[config.mk]
export PLATFORM = sky130hd
export DESIGN_NAME = mc_ctrl
export DESIGN_NICKNAME = d
export VERILOG_FILES = /design/src/rtl/mc_ctrl.sv
export SDC_FILE = /design/constraint.sdc
export NUM_CORES = 1
export LEC_CHECK = 0
export ABC_CLOCK_PERIOD_IN_PS = 4530
export CORE_MARGIN = 5
export CORE_UTILIZATION = 50
export CTS_CLUSTER_DIAMETER = 80
export CTS_CLUSTER_SIZE = 20
export DETAILED_ROUTE_END_ITERATION = 10
export PLACE_DENSITY = 0.84
export SKIP_CTS_REPAIR_TIMING = 1
export SLEW_MARGIN = 25
export SYNTH_ARGS = -nofsm -noshare
export SYNTH_HDL_FRONTEND = slang
export SYNTH_SLANG_ARGS = --single-unit
[constraint.sdc]
create_clock -name clk -period 4.53 [get_ports clk]
set_input_delay 0.906 -clock clk [delete_from_list [all_inputs] [get_ports clk]]
set_output_delay 0.906 -clock clk [all_outputs]
set_load 0.01 [all_outputs]
[src/rtl/mc_ctrl.sv]
// Multi-cycle MIPS control unit: Moore FSM sequencing FETCH/DECODE/EXEC/MEM/WB over a shared datapath.
// Latency: R/I-ALU 4, lw 5, sw 4, branch/jump 3 cycles at zero wait; each memory wait cycle adds one.
// Backpressure: MC_CTRL_MEMWAIT_EN defined -> memory states hold until mem_ready; else each lasts MEM_LAT cycles.
module mc_ctrl #(
    parameter int MEM_LAT = 1,
    parameter int CNT_W   = 32
) (
    input  logic             clk,
    input  logic             rstn,
    input  logic [5:0]       op,
    input  logic [5:0]       funct,
    input  logic             zero,
    input  logic             mem_ready,
    output logic             pc_we,
    output logic             ir_we,
    output logic             mem_re,
    output logic             mem_we,
    output logic             reg_we,
    output logic             ext_op,
    output logic             alu_srca,
    output logic [1:0]       alu_srcb,
    output logic [3:0]       alu_op,
    output logic [1:0]       npc_op,
    output logic [1:0]       gpr_sel,
    output logic [1:0]       wd_sel,
    output logic [3:0]       state,
    output logic             illegal,
    output logic             instr_done,
    output logic [CNT_W-1:0] retired
);

    typedef enum logic [3:0] {
        S_FETCH  = 4'd0,
        S_DECODE = 4'd1,
        S_EXEC   = 4'd2,
        S_MEMRD  = 4'd3,
        S_MEMWR  = 4'd4,
        S_WB_ALU = 4'd5,
        S_WB_MEM = 4'd6,
        S_BRANCH = 4'd7,
        S_JUMP   = 4'd8
    } state_t;

    state_t           r_state;
    logic [CNT_W-1:0] r_retired;
    logic             w_mem_done;
    logic             w_done;

    // Instruction decode shared by DECODE/EXEC/WB
    logic       w_legal, w_rtype, w_ext, w_is_lw, w_is_sw;
    logic       w_is_beq, w_is_bne, w_is_j, w_is_jal;
    logic [3:0] w_alu;

    assign w_rtype  = (op == 6'h00);
    assign w_is_lw  = (op == 6'h23);
    assign w_is_sw  = (op == 6'h2B);
    assign w_is_beq = (op == 6'h04);
    assign w_is_bne = (op == 6'h05);
    assign w_is_j   = (op == 6'h02);
    assign w_is_jal = (op == 6'h03);

    // ALU operation, sign-extension and legality from op/funct
    always_comb begin
        w_legal = 1'b1;
        w_ext   = 1'b0;
        w_alu   = 4'd0;
        if (w_rtype) begin
            case (funct)
                6'h20, 6'h21: w_alu = 4'd1;
                6'h22, 6'h23: w_alu = 4'd2;
                6'h24:        w_alu = 4'd3;
                6'h25:        w_alu = 4'd4;
                6'h2A:        w_alu = 4'd5;
                6'h2B:        w_alu = 4'd6;
                6'h00:        w_alu = 4'd7;
                6'h27:        w_alu = 4'd8;
                6'h04:        w_alu = 4'd10;
                default:      w_legal = 1'b0;
            endcase
        end else begin
            case (op)
                6'h08, 6'h23, 6'h2B: begin w_alu = 4'd1; w_ext = 1'b1; end
                6'h0D:               w_alu = 4'd4;
                6'h0F:               w_alu = 4'd9;
                6'h0A:               begin w_alu = 4'd5; w_ext = 1'b1; end
                6'h0C:               begin w_alu = 4'd3; w_ext = 1'b1; end
                6'h04, 6'h05, 6'h02, 6'h03: ;
                default:             w_legal = 1'b0;
            endcase
        end
    end

`ifdef MC_CTRL_MEMWAIT_EN
    assign w_mem_done = mem_ready;
`else
    localparam int WAIT_W = (MEM_LAT > 1) ? $clog2(MEM_LAT) : 1;
    logic [WAIT_W-1:0] r_wait;
    logic              w_mem_st;
    logic              w_unused_mem_ready;

    assign w_unused_mem_ready = mem_ready;
    assign w_mem_st   = (r_state == S_FETCH) || (r_state == S_MEMRD) || (r_state == S_MEMWR);
    assign w_mem_done = (r_wait == WAIT_W'(MEM_LAT - 1));

    // Fixed-latency wait counter; cleared on completion (which is also state exit)
    always_ff @(posedge clk) begin
        if (!rstn)                    r_wait <= '0;
        else if (w_mem_st && !w_mem_done) r_wait <= r_wait + 1'b1;
        else                          r_wait <= '0;
    end
`endif

    // State sequencing
    always_ff @(posedge clk) begin
        if (!rstn) begin
            r_state <= S_FETCH;
        end else begin
            case (r_state)
                S_FETCH:  if (w_mem_done) r_state <= S_DECODE;
                S_DECODE: begin
                    if (!w_legal)                  r_state <= S_FETCH;
                    else if (w_is_beq || w_is_bne) r_state <= S_BRANCH;
                    else if (w_is_j || w_is_jal)   r_state <= S_JUMP;
                    else                           r_state <= S_EXEC;
                end
                S_EXEC: begin
                    if (w_is_lw)      r_state <= S_MEMRD;
                    else if (w_is_sw) r_state <= S_MEMWR;
                    else              r_state <= S_WB_ALU;
                end
                S_MEMRD:  if (w_mem_done) r_state <= S_WB_MEM;
                S_MEMWR:  if (w_mem_done) r_state <= S_FETCH;
                default:  r_state <= S_FETCH;
            endcase
        end
    end

    // Retired-instruction counter, wraps naturally
    always_ff @(posedge clk) begin
        if (!rstn)       r_retired <= '0;
        else if (w_done) r_retired <= r_retired + 1'b1;
    end

    assign w_done  = ((r_state == S_MEMWR) && w_mem_done) || (r_state == S_WB_ALU) ||
                     (r_state == S_WB_MEM) || (r_state == S_BRANCH) || (r_state == S_JUMP);
    assign state   = r_state;
    assign retired = r_retired;

    // Datapath controls from state and instruction; strobes forced low during reset
    always_comb begin
        pc_we = 1'b0; ir_we = 1'b0; mem_re = 1'b0; mem_we = 1'b0; reg_we = 1'b0;
        ext_op = 1'b0; alu_srca = 1'b0; alu_srcb = 2'b00; alu_op = 4'd0;
        npc_op = 2'b00; gpr_sel = 2'b00; wd_sel = 2'b00; illegal = 1'b0;
        instr_done = w_done;
        case (r_state)
            S_FETCH: begin
                mem_re   = 1'b1;
                alu_srcb = 2'b01;
                alu_op   = 4'd1;
                pc_we    = w_mem_done;
                ir_we    = w_mem_done;
            end
            S_DECODE: illegal = !w_legal;
            S_EXEC: begin
                alu_srca = 1'b1;
                alu_srcb = w_rtype ? 2'b00 : 2'b10;
                alu_op   = w_alu;
                ext_op   = w_ext;
            end
            S_MEMRD: mem_re = 1'b1;
            S_MEMWR: mem_we = 1'b1;
            S_WB_ALU: begin
                reg_we  = 1'b1;
                gpr_sel = w_rtype ? 2'b00 : 2'b01;
            end
            S_WB_MEM: begin
                reg_we  = 1'b1;
                wd_sel  = 2'b01;
                gpr_sel = 2'b01;
            end
            S_BRANCH: begin
                alu_srca = 1'b1;
                alu_op   = 4'd2;
                npc_op   = 2'b01;
                pc_we    = (w_is_beq && zero) || (w_is_bne && !zero);
            end
            S_JUMP: begin
                npc_op = 2'b10;
                pc_we  = 1'b1;
                if (w_is_jal) begin
                    reg_we  = 1'b1;
                    gpr_sel = 2'b10;
                    wd_sel  = 2'b10;
                end
            end
            default: ;
        endcase
        if (!rstn) begin
            pc_we = 1'b0; ir_we = 1'b0; mem_re = 1'b0; mem_we = 1'b0; reg_we = 1'b0;
            illegal = 1'b0; instr_done = 1'b0;
        end
    end

endmodule

==> impl_metrics.csv <==
group,metric,value,unit
cells_and_area,area_growth_syn_to_layout,33.8,%
sta,tightest_slew,846,ps
cells_and_area,fill_cells,399,
pwr,p_leak,1.16,nW
pwr,power_density,197,nW/um2
global_routing,grt_use_total,0.200,
global_routing,grt_pass1_wl,10400,um
clock_network,cts-htree-levels,2,
pwr,power_frac_seq,0.521,
worst_setup_path,slowest_delay,610,ps
sta,setup_violations,0,
worst_setup_path,critical_path_class,"in2out",
logic_synthesis,syn_area_per_cell,7.98,um2
cells_and_area,nets,384,
worst_setup_path,cp_max_fo,7,
global_routing,grt_pass1_vias,2223,
logic_synthesis,ys_warn_count,0,
worst_setup_path,critPathSlowestCell,"clkdlybuf4s50_1",
logic_synthesis,synthDistinctLibCells,57,
die,initial_core_util,0.512,
sta,slew_headroom,0.436,
die,core_area,4720,um2
pwr,p_switching,0.159,mW
route,drc,0,
cells_and_area,mostFrequentLayoutCells,"71 x clkdlybuf4s50_1, 37 x dfxtp_1, 20 x nor2_1, 20 x and2_1",
pwr,ir_drop,0.000179,V
clock_network,clk_pin_slew,70,ps
cells_and_area,drive_gt1_frac,0.0543,
sta,finalHoldViolCount,0,
pwr,intPower,0.480,mW
sta,period_share,0.898,
sta,skew,4.16,ps
sta,finalCriticalPeriod,4070,ps
logic_synthesis,synth_flop_cell,"dfxtp_1",
die,rows,25,
worst_setup_path,endpoint_kind,"primary output",
sta,max_freq,246,MHz
pwr,combPwrFrac,0.137,
die,dieArea,6330,um2
logic_synthesis,synthesis.nets,320,
worst_setup_path,crit_top_cell,"clkdlybuf4s50_1",
worst_setup_path,crit_arrival,3160,ps
logic_synthesis,yosysSeqAreaShare,0.306,
logic_synthesis,synth-async-reset-ratio,0,
die,chipHeight,79.6,um
worst_setup_path,rrSetupSlack,1700,ps
min_path,min_path_type,"reg2reg",
logic_synthesis,synth_edf_count,0,
clock_network,numClockSinks,37,
route,dr.pass1.iters,5,
worst_setup_path,crit_chain,"clkdlybuf4s50_1, inv_1, maj3_1, o32ai_1, a21oi_1, o41ai_1, clkdlybuf4s50_1",
clock_network,clk_latency,290,ps
job,cap_viol_max_count,0,
clock_network,cts.path.max_buffers,2,
route,via_per_inst,5.60,
cells_and_area,multi_input_area,1550,um2
logic_synthesis,syn_area,2420,um2
run_status,outcome,"finished clean",
die,io_pins,73,
die,dieWidth,79.6,um
route,drtAntennaViolNets,0,
sta,rsz0062_at_grt,"no",
route,post_drt_wl_per_cell,14.5,um
worst_setup_path,cp-start-kind,"primary input",
placed_design,dp_hpwl,4600,um
route,vias,2436,
clock_network,cts_tree,"done",
route,first_iter_violations,171,
sta,finalMaxSlewViolations,0,
global_routing,grt_max_degree,41,
route,wirelength,6290,um
pwr,p_clk_frac,0.342,
cells_and_area,antenna_cells,0,
sta,fin_setup_tns,0,ps
global_routing,grt-ovfl-total,0,
pwr,swShare,0.249,
clock_network,root_buffer,"clkbuf_8",
clock_network,cts_buffers,5,
logic_synthesis,synth_seq_cells,37,
logic_synthesis,syn_inst,303,
worst_setup_path,critPathRequiredTime,3620,ps
cells_and_area,seq_area,741,um2
placed_design,port_buffers,71,
global_routing,antenna_found_initial,0,
pwr,p_total,0.639,mW
cells_and_area,layout.cells.most_common,"clkdlybuf4s50_1",
placed_design,gp_congestion,0.827,
worst paths after layout:
path	start	cells past startpoint	to
max	funct[5]	7	alu_op[0]
min	retired[31]	2	retired[31]
max reg2reg	state[1]	5	retired[28]
min reg2reg	retired[31]	2	retired[31]
synthesized netlist by cell type (2+ instances only):
library cell  number  area [um2]
maj3_1             2        20.0
buf_6              2        22.5
inv_1              8        30.0
a31oi_1            2        12.5
clkbuf_1          12        45.0
xor2_1             4        35.0
xnor2_1           16         140
nor2b_1            6        37.5
o21a_1             4        30.0
buf_2              3        15.0
nor3b_1            2        15.0
nand3_1           14        70.1
and3_2             2        15.0
nor2_1            20        75.1
a21boi_0           3        22.5
and2_1            20         125
a21boi_1           3        22.5
o21ai_0            9        45.0
o311ai_0           2        17.5
nor3_1            10        50.1
nand4_1           19         119
o211ai_1           6        45.0
a211oi_1           2        15.0
a21oi_1            7        35.0
dfxtp_1           37         741
o31ai_1            4        30.0
mux2i_1            3        30.0
or3_1              7        43.8
o41ai_1            4        35.0
nand2b_1          14        87.6
and4_1             2        17.5
and3_1            11        68.8
nand2_1           19        71.3
per-layer routing:
layer	part of all wire	vias up	wire length, um	track usage
li1	-	1225	-	-
met4	0.0068	0	43	0.0515
met5	0	-	0	0
met1	0.47	1146	2930	0.267
met3	0.049	5	306	0.0395
met2	0.48	60	3010	0.327
worst max-delay path: cells and delay by family:
kind / cells / cell delay, ps
buf+inv: 3 / 1250
compound gates: 3 / 660
fa+ha+maj: 1 / 350
sequential cells by signal (all words and copies together) (netlist names):
signal,flops
state,4
r_wait,1
retired,32
logic make-up (layout without fill, tap and decap cells):
logic type / after synthesis / in the layout / share of synthesized area
xor+xnor: 20 / 20 / 0.0724
compound gates: 58 / 58 / 0.172
mux: 3 / 3 / 0.0124
flops: 37 / 37 / 0.306
simple gates: 154 / 154 / 0.370
buf+inv: 27 / 92 / 0.0512
fa+ha+maj: 3 / 3 / 0.0135
other cells: 1 / 1 / 0.00155
area by class of cell:
cell class / instances / area share
clock buffer: 8 / 0.0247
inverter: 8 / 0.00928
multi-input combinational: 239 / 0.480
sequential: 37 / 0.229
tap: 67 / 0.0259
timing repair buffer: 76 / 0.231
metrics by stage:
step	instance area [um2]	hold slack, ps	cells	setup slack, ps	util
final	3240	499	435	462	0.685
after global routing	3240	549	435	303	0.685
after floorplan	2420	501	303	1360	-
after detailed placement	3160	489	427	501	0.668
after global placement	3160	473	427	545	0.668
after CTS	3240	500	435	499	0.685
power groups by stage:
stage,sequential (mW),clock [mW],combinational [mW]
finish,0.333,0.219,0.0879
floorplan,0.338,0,0.0488
detailed placement,0.340,0,0.0870
CTS,0.333,0.222,0.0875
global route,0.333,0.238,0.0955
global placement,0.340,0,0.0854
(Power assumes the default switching activity.)
